[src/rtl/cpu_step_ctrl.sv]
// cpu_step_ctrl: turns the free-running divider count into a one-clk-wide CPU
// clock enable, with fast/slow free-run, debounced single-step and halt.
// Ports: clk/rst (async, active-high); clkdiv divider count; sw_slow picks the
//   slow divider bit; mode_step selects single-step; btn_step raw push button;
//   halt CPU halt level; cpu_ce enable strobe; cycle_cnt pulses issued;
//   state FSM state (RUN=0, STEP_WAIT=1, STEP_FIRE=2, HALTED=3); btn_db
//   debounced button level.
module cpu_step_ctrl #(
  parameter int FAST_BIT   = 2,
  parameter int SLOW_BIT   = 24,
  parameter int DEB_CYCLES = 1000000
) (
  input  logic        clk,
  input  logic        rst,
  input  logic [31:0] clkdiv,
  input  logic        sw_slow,
  input  logic        mode_step,
  input  logic        btn_step,
  input  logic        halt,
  output logic        cpu_ce,
  output logic [31:0] cycle_cnt,
  output logic [1:0]  state,
  output logic        btn_db
);

  localparam logic [1:0] RUN       = 2'd0;
  localparam logic [1:0] STEP_WAIT = 2'd1;
  localparam logic [1:0] STEP_FIRE = 2'd2;
  localparam logic [1:0] HALTED    = 2'd3;

  localparam int DEB_W = (DEB_CYCLES > 1) ? $clog2(DEB_CYCLES) : 1;
  localparam logic [DEB_W-1:0] DEB_LAST = DEB_W'(DEB_CYCLES - 1);

  // Only two divider bits matter; the rest are folded here to keep lint quiet.
  logic div_unused;
  assign div_unused = ^clkdiv;

  // Two-flop synchronizer for the asynchronous button.
  logic btn_m;
  logic btn_s;

  always_ff @(posedge clk or posedge rst) begin
    if (rst) begin
      btn_m <= 1'b0;
      btn_s <= 1'b0;
    end else begin
      btn_m <= btn_step;
      btn_s <= btn_m;
    end
  end

  // Debounce: the accepted level only follows btn_s once it has differed for
  // DEB_CYCLES consecutive cycles; any agreement restarts the count.
  logic [DEB_W-1:0] deb_cnt;

  always_ff @(posedge clk or posedge rst) begin
    if (rst) begin
      deb_cnt <= '0;
      btn_db  <= 1'b0;
    end else if (btn_s == btn_db) begin
      deb_cnt <= '0;
    end else if (deb_cnt == DEB_LAST) begin
      btn_db  <= ~btn_db;
      deb_cnt <= '0;
    end else begin
      deb_cnt <= deb_cnt + DEB_W'(1);
    end
  end

  logic btn_db_q;
  logic btn_rise;

  always_ff @(posedge clk or posedge rst) begin
    if (rst) btn_db_q <= 1'b0;
    else     btn_db_q <= btn_db;
  end

  assign btn_rise = btn_db & ~btn_db_q;

  // Both divider bits are tracked continuously, so flipping sw_slow only
  // changes which edge detector is looked at and cannot fabricate an edge.
  logic fast_prev;
  logic slow_prev;
  logic fast_rise;
  logic slow_rise;
  logic tick;

  always_ff @(posedge clk or posedge rst) begin
    if (rst) begin
      fast_prev <= 1'b0;
      slow_prev <= 1'b0;
    end else begin
      fast_prev <= clkdiv[FAST_BIT];
      slow_prev <= clkdiv[SLOW_BIT];
    end
  end

  assign fast_rise = clkdiv[FAST_BIT] & ~fast_prev;
  assign slow_rise = clkdiv[SLOW_BIT] & ~slow_prev;
  assign tick      = sw_slow ? slow_rise : fast_rise;

  // FSM; halt wins over everything outside HALTED and suppresses the pulse.
  logic [1:0] state_nxt;
  logic       fire;

  always_comb begin
    state_nxt = state;
    fire      = 1'b0;
    case (state)
      RUN: begin
        if (halt) begin
          state_nxt = HALTED;
        end else begin
          fire = tick;
          if (mode_step) state_nxt = STEP_WAIT;
        end
      end
      STEP_WAIT: begin
        if (halt)            state_nxt = HALTED;
        else if (!mode_step) state_nxt = RUN;
        else if (btn_rise)   state_nxt = STEP_FIRE;
      end
      STEP_FIRE: begin
        if (halt) begin
          state_nxt = HALTED;
        end else begin
          // Leaving step mode still honours a tick arriving the same cycle.
          fire = tick;
          if (!mode_step) state_nxt = RUN;
          else if (tick)  state_nxt = STEP_WAIT;
        end
      end
      HALTED: begin
        if (!halt) state_nxt = STEP_WAIT;
      end
      default: state_nxt = STEP_WAIT;
    endcase
  end

  always_ff @(posedge clk or posedge rst) begin
    if (rst) begin
      state     <= STEP_WAIT;
      cpu_ce    <= 1'b0;
      cycle_cnt <= '0;
    end else begin
      state     <= state_nxt;
      cpu_ce    <= fire;
      cycle_cnt <= cycle_cnt + {31'd0, fire};
    end
  end

endmodule

[config.mk]
export PLATFORM = sky130hd
export DESIGN_NAME = cpu_step_ctrl
export DESIGN_NICKNAME = d
export VERILOG_FILES = /design/src/rtl/cpu_step_ctrl.sv
export SDC_FILE = /design/constraint.sdc
export NUM_CORES = 1
export LEC_CHECK = 0
export ABC_AREA = 1
export BUFFER_PORTS_ARGS = -buffer_cell sky130_fd_sc_hd__clkbuf_2
export CORE_ASPECT_RATIO = 0.7
export CORE_UTILIZATION = 45
export DETAILED_ROUTE_END_ITERATION = 8
export PLACE_DENSITY_LB_ADDON = 0.05
export SLEW_MARGIN = 20
export SYNTH_ARGS = -nofsm -noshare
export SYNTH_HDL_FRONTEND = slang
export SYNTH_SLANG_ARGS = --single-unit
[constraint.sdc]
create_clock -name clk -period 5.1 [get_ports clk]
set_input_delay 1.02 -clock clk [delete_from_list [all_inputs] [get_ports clk]]
set_output_delay 1.02 -clock clk [all_outputs]
set_load 0.01 [all_outputs]
; After elaboration in Yosys (flattened, before gate mapping)
; Index checks and enable logic that the tools add are counted.
[classes]
add_sub_neg = 2
n_eq_ne = 9
n_mux = 15
bitwise_logic = 8
reduce_logical = 4
[ops]
columns = op, n
row1 = two-way mux 20 bit, 2
row2 = adder 32 x 1 -> 32 bit, 1
row3 = adder 20 x 1 -> 20 bit (second input constant), 1
row4 = == test 20 bit (second input constant), 1
row5 = two-way mux 2 bit, 9
row6 = != test 4 bit (second input constant), 2
row7 = case mux 2 bit (4 select lines), 1
row8 = inverter 1 bit, 5
row9 = == test 2 bit (second input constant), 2
row10 = AND reduction 4 bit, 1
row11 = AND 1 bit, 3
row12 = two-way mux 1 bit, 3
row13 = != test 3 bit (second input constant), 1
row14 = == test 2 x 1 -> 1 bit (second input constant), 1
row15 = logical NOT 2 bit, 1
row16 = != test 2 bit (second input constant), 1
row17 = AND reduction 2 bit, 1
row18 = OR reduction 2 bit, 1
row19 = == test 1 bit, 1
[word_totals]
register_bits = 61
out_inout_bits = 36
elab_cells = 48

; Depth between registers and ports, before layout
[logic_depth]
word_depth = 7
ltp_mapped = 15

; Worst setup path after synthesis
; Ideal clock, no wire load.
[synth_timing]
kind = input to register
start = input port sw_slow
end = register cycle_cnt[20]
t_arrival_ns = 2.435
required_time_ns = 4.978
slack_ns = 2.543
path_stages = 13
n_path_buf = 0
path_cell_list = inv_1 -> nand3_1 -> nand2_1 -> inv_1 -> nor3_1 -> ha_1 -> ha_1 -> nand3_2 -> inv_2 -> nand2_2 -> nor2_4 -> nand2_1 -> xor2_1
[synth_between]
elab_chain_cells = 4
[synth_lines]
columns = item, line_no
row1 = start: declaration, 16  ; input logic sw_slow,
row2 = two-way mux 1 bit, 100  ; assign tick = sw_slow ? slow_rise : fast_rise;
row3 = two-way mux 1 bit, "111, 124"
row4 = two-way mux 1 bit, --
row5 = via fire, 104  ; logic fire;
row6 = adder 32 x 1 -> 32 bit, 148  ; cycle_cnt <= cycle_cnt + {31'd0, fire};
row7 = end signal: assignment, 148
row8 = end: declaration, 21  ; output logic [31:0] cycle_cnt,
; The timed path passes the listed nets, and every way through them passes these cells.
; A chain may end at the register's enable or synchronous reset.

; Worst setup path in the final report
[layout_timing]
start = input port sw_slow
end = register cycle_cnt[30]
; Same word-level chain as after synthesis.

==> flow_summary.json <==
{
  "clockPowerShare": 0.437,
  "htreeDepth": 3,
  "first_global_vias": 2367,
  "cts-resized-gates": 0,
  "ys_ff_latch": 61,
  "ctsRootBufferMaster": "clkbuf_8",
  "path_max_fanout": 4,
  "synth.top_cell.area_share": 0.464,
  "slew_headroom": 0.527,
  "power.density_nw_per_um2": 301,
  "grt_util_all_layers": 0.218,
  "syn_avg_cell_area_um2": 7.91,
  "die_w_um": 103,
  "post_cts_buffers": 0,
  "min_period_over_period": 0.519,
  "diodes": 0,
  "tightest_slew_ns": 0.710,
  "cp.required_ns": 5.33,
  "drv_cap": 0,
  "crit_chain": "clkbuf_2, inv_1, nand3_1, nand2_1, inv_1, nor3_1, ha_1, ha_1, nand3_2, nor2_2, nand3_1, inv_1, nand2_1, nand2_1, nand2_1",
  "drive_gt1_frac": 0.192,
  "cp_common_cell": "nand2_1",
  "clock_sinks": 61,
  "switchingPower_mw": 0.295,
  "syn-cell-area_um2": 3240,
  "leakagePower_nw": 1.89,
  "fin_util": 0.557,
  "skew_ns": 0.00605,
  "wl_per_cell_um": 12.9,
  "ys_seq_area_frac": 0.472,
  "timing.final.crit_period_ns": 2.64,
  "hold_violations": 0,
  "worstSetupEndpointType": "flop",
  "port_buffers": 43,
  "chipHeight_um": 72.9,
  "drc": 0,
  "slew_violations": 0,
  "syn2layout_area_growth_pct": 17.9,
  "worstPathArrival_ns": 2.87,
  "die-area_um2": 7540,
  "first_iter_violations": 165,
  "power_mw": 1.15,
  "internal-power_mw": 0.855,
  "initial_utilization": 0.472,
  "antenna_found_initial": 0,
  "ant_nets": 0,
  "start_kind": "primary input",
  "grt_pass1_wl_um": 12000,
  "synth_top_area_cell": "dfrtp_1",
  "totalWireLength_um": 7280,
  "yosysUniqueCellTypes": 27,
  "synth_warnings": 0,
  "finalNetCount": 505,
  "hpwl_um": 5610,
  "setup_violations": 0,
  "critPathBufInv": 4,
  "synthCells": 409,
  "synth_area_leaders": "dfrtp_1 (46%), nand2_1 (12%), nor2_1 (9.0%)",
  "ir_drop_mv": 0.195,
  "drt-pass1-iter-count": 5,
  "viasPerCell": 4.78,
  "cts_hold_buffers": 0,
  "path_class": "in -> reg",
  "cts_buffers": 9,
  "pwr-share-seq": 0.470,
  "gp_congestion": 0.862,
  "cts_tree": "built",
  "vias": 2692,
  "rows": 25,
  "clk_latency_ns": 0.34,
  "slowest_stage": "ha_1",
  "rsz0062_at_grt": "false",
  "clk_pin_slew_worst_paths_ns": 0.07,
  "fmax_mhz": 378,
  "comb_power_share": 0.093,
  "cp_top_family": "simple AND/OR/NAND/NOR gates",
  "overflow": 0,
  "slowest_delay_ns": 0.27,
  "ioPinCount": 74,
  "grt_max_degree": 57,
  "syn_nets": 450,
  "cts_buffer_depth": 2,
  "switching_share": 0.256,
  "core_um2": 6850,
  "setup-tns-final_ns": 0,
  "outcome": "completed",
  "hold_path.class": "reg -> reg"
}
## metal layers
| layer | GRT usage | up-vias | routed length (um) |
|---|---|---|---|
| li1 | - | 1393 | - |
| met3 | 0.0785 | 2 | 481 |
| met1 | 0.356 | 1222 | 4100 |
| met4 | 0.0423 | 0 | 31 |
| met2 | 0.268 | 75 | 2670 |
| met5 | 0 | - | 0 |
## cell usage in the layout, fill, tap and decap left out, types with 5 or more instances in the layout
| master | instances |
|---|---|
| xor2_1 | 20 |
| xnor2_1 | 12 |
| nor3_1 | 9 |
| nor2_1 | 78 |
| inv_1 | 41 |
| o21ai_0 | 7 |
| nand4_1 | 9 |
| clkbuf_8 | 11 |
| dfrtp_1 | 60 |
| clkbuf_2 | 43 |
| inv_2 | 5 |
| nand3_1 | 22 |
| nand2_1 | 104 |
| nor2_2 | 5 |
## cells in the mapped netlist, drive strengths merged
master / number
dfrtp: 60
nor3: 11
and2: 3
inv: 46
a21oi: 4
dfstp: 1
ha: 3
nand4: 9
or2: 2
o21ai: 8
xor2: 20
nand3: 26
nor2: 87
nand2: 110
clkbuf: 1
xnor2: 12
nand3b: 4
o22ai: 1
o21bai: 1
## path summary, 6_finish.rpt
kind                                start            end  slack (ns)  depth (start not counted)
worst max-delay path              sw_slow  cycle_cnt[30]        2.46                         15
worst min-delay path                btn_m          btn_s        0.35                          0
worst max register to register  slow_prev  cycle_cnt[30]        2.88                         14
worst min register to register      btn_m          btn_s        0.35                          0
max in group asynchronous             rst  cycle_cnt[30]        3.67                          3
min in group asynchronous             rst          btn_s        0.53                          2
## area by class of cell
cell class / count / area [um^2]
Clock inverter: 5 / 82.6
Multi-Input combinational cell: 301 / 1530
Sequential cell: 61 / 1530
Tap cell: 94 / 118
Fill cell: 659 / 3040
Clock buffer: 11 / 151
Timing Repair Buffer: 45 / 230
Inverter: 46 / 173
## power groups by stage
stage	sequential (mW)	combinational, mW	clock, mW
CTS	0.540	0.109	0.514
finish	0.540	0.107	0.502
global route	0.544	0.123	0.535
detailed placement	0.549	0.108	0
global placement	0.548	0.105	0
floorplan	0.555	0.0578	0
## flip-flops by register name (all words and copies together) (netlist names)
| signal | count |
|---|---|
| btn_m | 1 |
| cpu_ce | 1 |
| fast_prev | 1 |
| cycle_cnt | 32 |
| btn_s | 1 |
| btn_db | 1 |
| deb_cnt | 20 |
| btn_db_q | 1 |
| state | 2 |
| slow_prev | 1 |
## through the flow
stage               hold slack, ns  cells  setup WS [ns]  area (um^2)
finish                       0.355    563           2.46         3810
global route                 0.371    563           2.30         3810
CTS                          0.358    563           2.47         3810
detailed placement           0.341    547           2.10         3580
global placement             0.335    547           2.08         3580
floorplan                    0.331    409           2.54         3240
## logic make-up after synthesis
| logic type | share of synthesized area |
|---|---|
| simple gates | 0.352 |
| compound gates | 0.0228 |
| flops | 0.472 |
| xor+xnor | 0.0866 |
| fa+ha+maj | 0.0116 |
| buf+inv | 0.0545 |
Note: power is estimated with default switching activity, not from simulation.
